[src/rtl/pong_btn_conditioner.sv]
// Purpose: synchronise and debounce the raw paddle buttons; emit clean levels plus press/release/any_press pulses.
// Latency: btn_level and its pulses change DEBOUNCE_CYCLES+1 edges after the edge that first samples a stable btn_raw.
// Backpressure: none; outputs are free-running registered levels and one-cycle pulses.
module pong_btn_conditioner #(
  parameter int N_BTN           = 4,
  parameter int DEBOUNCE_CYCLES = 1_000_000
) (
  input  logic             clk,
  input  logic             reset,
  input  logic [N_BTN-1:0] btn_raw,
  output logic [N_BTN-1:0] btn_level,
  output logic [N_BTN-1:0] btn_press,
  output logic [N_BTN-1:0] btn_release,
  output logic             any_press
);

  localparam int CW = $clog2(DEBOUNCE_CYCLES);
  localparam logic [CW-1:0] CNT_MAX = CW'(DEBOUNCE_CYCLES - 1);

  // STABLE: synchronised input agrees with the debounced level.
  // PENDING: it disagrees and the stability counter is running.
  typedef enum logic {
    STABLE  = 1'b0,
    PENDING = 1'b1
  } btn_state_e;

  logic [N_BTN-1:0] sync1_q;
  logic [N_BTN-1:0] sync2_q;
  logic [N_BTN-1:0] level_q, level_d;
  logic [N_BTN-1:0] press_q, press_d;
  logic [N_BTN-1:0] release_q, release_d;
  logic             any_q, any_d;
  logic [CW-1:0]    cnt_q [N_BTN];
  logic [CW-1:0]    cnt_d [N_BTN];
  btn_state_e       state [N_BTN];

  // Two-flop synchroniser; nothing between the flops so metastability has a full cycle to settle.
  always_ff @(posedge clk or negedge reset) begin
    if (!reset) begin
      sync1_q <= '0;
      sync2_q <= '0;
    end else begin
      sync1_q <= btn_raw;
      sync2_q <= sync1_q;
    end
  end

  // Per-button state is implied by whether the synchronised input differs from the held level.
  always_comb begin
    for (int i = 0; i < N_BTN; i++) begin
      state[i] = (sync2_q[i] != level_q[i]) ? PENDING : STABLE;
    end
  end

  // Next-state: count while pending, commit the new level on the terminal count, clear on any bounce.
  always_comb begin
    level_d   = level_q;
    press_d   = '0;
    release_d = '0;
    for (int i = 0; i < N_BTN; i++) begin
      cnt_d[i] = cnt_q[i];
      case (state[i])
        STABLE: cnt_d[i] = '0;
        PENDING: begin
          if (cnt_q[i] == CNT_MAX) begin
            level_d[i]   = sync2_q[i];
            press_d[i]   = sync2_q[i];
            release_d[i] = ~sync2_q[i];
            cnt_d[i]     = '0;
          end else begin
            cnt_d[i] = cnt_q[i] + CW'(1);
          end
        end
        default: cnt_d[i] = '0;
      endcase
    end
    any_d = |press_d;
  end

  // Debounce state and registered pulses; pulses land on the same edge that flips the level.
  always_ff @(posedge clk or negedge reset) begin
    if (!reset) begin
      level_q   <= '0;
      press_q   <= '0;
      release_q <= '0;
      any_q     <= 1'b0;
      for (int i = 0; i < N_BTN; i++) begin
        cnt_q[i] <= '0;
      end
    end else begin
      level_q   <= level_d;
      press_q   <= press_d;
      release_q <= release_d;
      any_q     <= any_d;
      for (int i = 0; i < N_BTN; i++) begin
        cnt_q[i] <= cnt_d[i];
      end
    end
  end

  assign btn_level   = level_q;
  assign btn_press   = press_q;
  assign btn_release = release_q;
  assign any_press   = any_q;

endmodule

[config.mk]
export PLATFORM = sky130hd
export DESIGN_NAME = pong_btn_conditioner
export DESIGN_NICKNAME = d
export VERILOG_FILES = /design/src/rtl/pong_btn_conditioner.sv
export SDC_FILE = /design/constraint.sdc
export NUM_CORES = 1
export LEC_CHECK = 0
export ABC_AREA = 0
export ABC_CLOCK_PERIOD_IN_PS = 5800
export BUFFER_PORTS_ARGS = -buffer_cell sky130_fd_sc_hd__buf_4
export CORE_MARGIN = 4
export CORE_UTILIZATION = 45
export DETAILED_ROUTE_END_ITERATION = 8
export PLACE_DENSITY_LB_ADDON = 0.2
export SLEW_MARGIN = 15
export SYNTH_ARGS = -nofsm -noshare
export SYNTH_HDL_FRONTEND = slang
export SYNTH_SLANG_ARGS = --single-unit
[constraint.sdc]
create_clock -name clk -period 5.8 [get_ports clk]
set_input_delay 0.29 -clock clk [delete_from_list [all_inputs] [get_ports clk]]
set_output_delay 0.29 -clock clk [all_outputs]
set_load 0.05 [all_outputs]
==> run summary <==
synthesis-to-finish area growth - 11.0%
average wire per cell in the routed design - 13.7 um
dominant cells by area after synthesis - sky130_fd_sc_hd__dfrtp_1, sky130_fd_sc_hd__xnor2_1, sky130_fd_sc_hd__nor2_1
Sink Count - 101
fraction of layout instances using a drive strength above 1 - 0.101
max-cap violation count - 0
number of port buffers - 18
sum of internal, switching and leakage power - 0.00125 W
drt drc - 0
startpoint of the tightest hold check path - sync1_q[1]$_DFF_PN0_
maximum number of pins on one net before global-route repair - 61
post-synthesis sequential area ratio - 0.540
logic depth of the worst register-to-register path - 6
Clk pin slew, worst setup/hold paths - 0.09 ns
kind of start point of the critical path - register
largest stage delay on the critical path - 0.57 ns
Worst-Skew Late Latency - 0.36 ns
Vias/cell - 5.39
startpoint of the worst-slack reg-to-reg timing path - cnt_q[20]$_DFF_PN0_
share of the clock period used by the worst path after layout - 0.403
number of ports placed on the die boundary - 19
Die Y-Extent - 110 um
RSZ-0062 raised after global routing - no
worst setup slack after placement - 3.45 ns
area share of the leading cell type in the synthesized netlist - 0.540
register bit total from synthesis - 101
gate family responsible for the most delay along the worst path - simple AND/OR/NAND/NOR gates
Register-to-Register Setup Slack - 3.46 ns
clock root buffer master - sky130_fd_sc_hd__clkbuf_8
initial core utilization - 0.470
category of the worst setup path capture point - register
number of buffers on the longest clock path - 2
Routability Congestion - 0.790
worst IR drop on VDD - 163 uV
endpoints failing hold - 0
Post-CTS Repair Setup Buffers - 0
hold-critical path depth - 0
Arr. time, crit path - 2.59 ns
worst slew margin relative to its limit - 0.511
static leakage - 2.13 nW
detailed-router iteration count before antenna repair - 4
GRT Residual Overflow - 0
count of mapped cells out of synthesis - 455
setup slack after layout - 3.46 ns
endpoint with the worst hold slack - sync2_q[1]$_DFF_PN0_
library cell occupying the most area in the post-synthesis netlist - sky130_fd_sc_hd__dfrtp_1
crit path kind - register to register
global-route wire length before repair - 15300 um
Layout Nets - 490
Syn Nets - 465
Diodes inserted - 0
TritonCTS clock tree - built
Final HPWL DP - 5710 um
area inside the core boundary - 9950 um2
final critical-path required period - 2.34 ns
Post-synth EDFFs - 0
per-instance average area after synthesis - 10.3 um2
H-tree levels - 3
routed vias - 3333
Setup Skew - 0.00458 ns
pin slew with the least headroom to its limit - 0.733 ns
number of buffers created by CTS - 9
horizontal die dimension - 110 um
post-synthesis async set-or-reset flop share - 1.00
power density over the cells - 240 nW/um2
DRC violation total after the first TritonRoute iteration - 160
number of unique standard cell types used by synthesis - 41
ANT nets after route - 0
WP buf/inv - 1
Setup TNS Final - 0 ns
run status - complete, no violations
antenna violations before repair - 0
die outline area - 12100 um2
maximum fanout along the worst path - 13
# setup viols final - 0
predominant post-synthesis flop cell - sky130_fd_sc_hd__dfrtp_1
FMAX - 428 MHz
vias in the first global route - 3332
Crit-path slowest cell - sky130_fd_sc_hd__or4_1
path category of the worst min-delay check - register to register
mapped cell area - 4680 um2
total routed wirelength - 8440 um
Site Rows - 36
Yosys Warn Count - 0
list of cells traversed by the critical path - ha_1, nand2_1, or4_1, o21ai_1, buf_4, nor2_1
reg-to-reg critical path endpoint - cnt_q[26]$_DFF_PN0_
all-layer global routing usage - 0.160
CP required - 6.06 ns
pins over their slew limit - 0
==> through the flow <==
stage / cell area, um2 / hold WS, ns / std cells / utilization
5_1_grt: 5200 / 0.362 / 618 / 0.522
4_1_cts: 5160 / 0.00182 / 614 / 0.518
3_5_place_dp: 4930 / 0.307 / 597 / 0.495
2_1_floorplan: 4680 / -0.00559 / 455 / -
3_3_place_gp: 4930 / 0.302 / 597 / 0.495
6_report: 5200 / 0.360 / 618 / 0.522
==> flip-flops by register name, summed over array words and instances (netlist names) <==
register / cells
cnt_q: 80
btn_level: 4
btn_press: 4
btn_release: 4
sync1_q: 4
sync2_q: 4
any_press: 1
==> layout by cell type (no fill, tap or decap), types with 4 or more instances in the layout <==
master	Yosys	layout
sky130_fd_sc_hd__a21oi_1	25	25
sky130_fd_sc_hd__and3_1	7	7
sky130_fd_sc_hd__and4_1	5	5
sky130_fd_sc_hd__buf_4	2	20
sky130_fd_sc_hd__clkbuf_8	0	9
sky130_fd_sc_hd__dfrtp_1	101	101
sky130_fd_sc_hd__dlygate4sd3_1	0	5
sky130_fd_sc_hd__ha_1	4	4
sky130_fd_sc_hd__inv_1	18	18
sky130_fd_sc_hd__nand2_1	26	26
sky130_fd_sc_hd__nand3_1	24	24
sky130_fd_sc_hd__nand4_1	14	14
sky130_fd_sc_hd__nor2_1	62	62
sky130_fd_sc_hd__nor3_1	8	8
sky130_fd_sc_hd__nor4_1	10	10
sky130_fd_sc_hd__o21ai_0	15	15
sky130_fd_sc_hd__o31ai_1	10	10
sky130_fd_sc_hd__or3_1	18	18
sky130_fd_sc_hd__or4_1	19	19
sky130_fd_sc_hd__xnor2_1	29	29
sky130_fd_sc_hd__xor2_1	22	22
==> area by class of cell <==
type                            instances  area, um2
Fill cell                             904       4760
Sequential cell                       101       2530
Multi-Input combinational cell        325       2020
Timing Repair Buffer                   25        200
Tap cell                              133        166
Clock buffer                           10        128
Clock inverter                          6       87.6
Inverter                               18       67.6
==> timing repair <==
| action | CTS | global route |
|---|---|---|
| resized for setup | 0 | 0 |
| hold buffers | 1 | 4 |
| endpoints found under the hold margin | 41 | 4 |
==> Yosys cell counts (4+ instances only) <==
cell	n
sky130_fd_sc_hd__dfrtp_1	101
sky130_fd_sc_hd__ha_1	4
sky130_fd_sc_hd__nor2_1	62
sky130_fd_sc_hd__nand2_1	26
sky130_fd_sc_hd__nor3_1	8
sky130_fd_sc_hd__inv_1	18
sky130_fd_sc_hd__o31ai_1	10
sky130_fd_sc_hd__and4_1	5
sky130_fd_sc_hd__clkbuf_1	6
sky130_fd_sc_hd__nor4_1	10
sky130_fd_sc_hd__nand4_1	14
sky130_fd_sc_hd__and3_1	7
sky130_fd_sc_hd__o21ai_0	15
sky130_fd_sc_hd__nand3_1	24
sky130_fd_sc_hd__xnor2_1	29
sky130_fd_sc_hd__or4_1	19
sky130_fd_sc_hd__or3_1	18
sky130_fd_sc_hd__a21oi_1	25
sky130_fd_sc_hd__xor2_1	22
==> cell families after synthesis <==
kind of cell / count (synthesis) / share of synthesized area
and+or+nand+nor: 212 / 0.246
DFF: 101 / 0.540
AOI/OAI and AO/OA: 54 / 0.0687
xor gates and xnor gates: 51 / 0.0954
buffers and inverters: 29 / 0.0283
muxes: 4 / 0.0104
adders and majority gates: 4 / 0.0107
==> where the power goes <==
group	internal (W)	leakage, nW	switching [W]
logic	0.0000133	0.651	0.0000288
clock network	0.000242	0.0985	0.000239
registers	0.000713	1.38	0.00000934
==> worst register-to-register path: cells and delay by family (launching register included) <==
kind / cells / cell delay, ns
buf+inv: 1 / 0.30
fa+ha+maj: 1 / 0.22
simple gates: 3 / 0.79
compound gates: 1 / 0.49
flops: 1 / 0.42
==> per-layer routing <==
| layer | wire length (um) | share of wire | GRT usage | up-vias |
|---|---|---|---|---|
| met1 | 4070 | 0.48 | 0.208 | 1612 |
| li1 | - | - | - | 1655 |
| met5 | 0 | 0 | 0 | - |
| met2 | 3890 | 0.46 | 0.254 | 54 |
| met4 | 136 | 0.016 | 0.0588 | 0 |
| met3 | 344 | 0.041 | 0.0460 | 12 |
==> worst max path at each step <==
stage / from / slack [ns] / to / cells past startpoint
after floorplan: cnt_q[12]$_DFF_PN0_ / 3.75 / btn_level[3]$_DFFE_PN0P_ / 4
after global placement: cnt_q[20]$_DFF_PN0_ / 3.52 / cnt_q[26]$_DFF_PN0_ / 6
after detailed placement: cnt_q[20]$_DFF_PN0_ / 3.45 / cnt_q[31]$_DFF_PN0_ / 6
after CTS: cnt_q[20]$_DFF_PN0_ / 3.44 / cnt_q[31]$_DFF_PN0_ / 6
after global routing: cnt_q[20]$_DFF_PN0_ / 3.30 / cnt_q[26]$_DFF_PN0_ / 6
final: cnt_q[20]$_DFF_PN0_ / 3.46 / cnt_q[26]$_DFF_PN0_ / 6
Power figures use the tool's default switching activity.
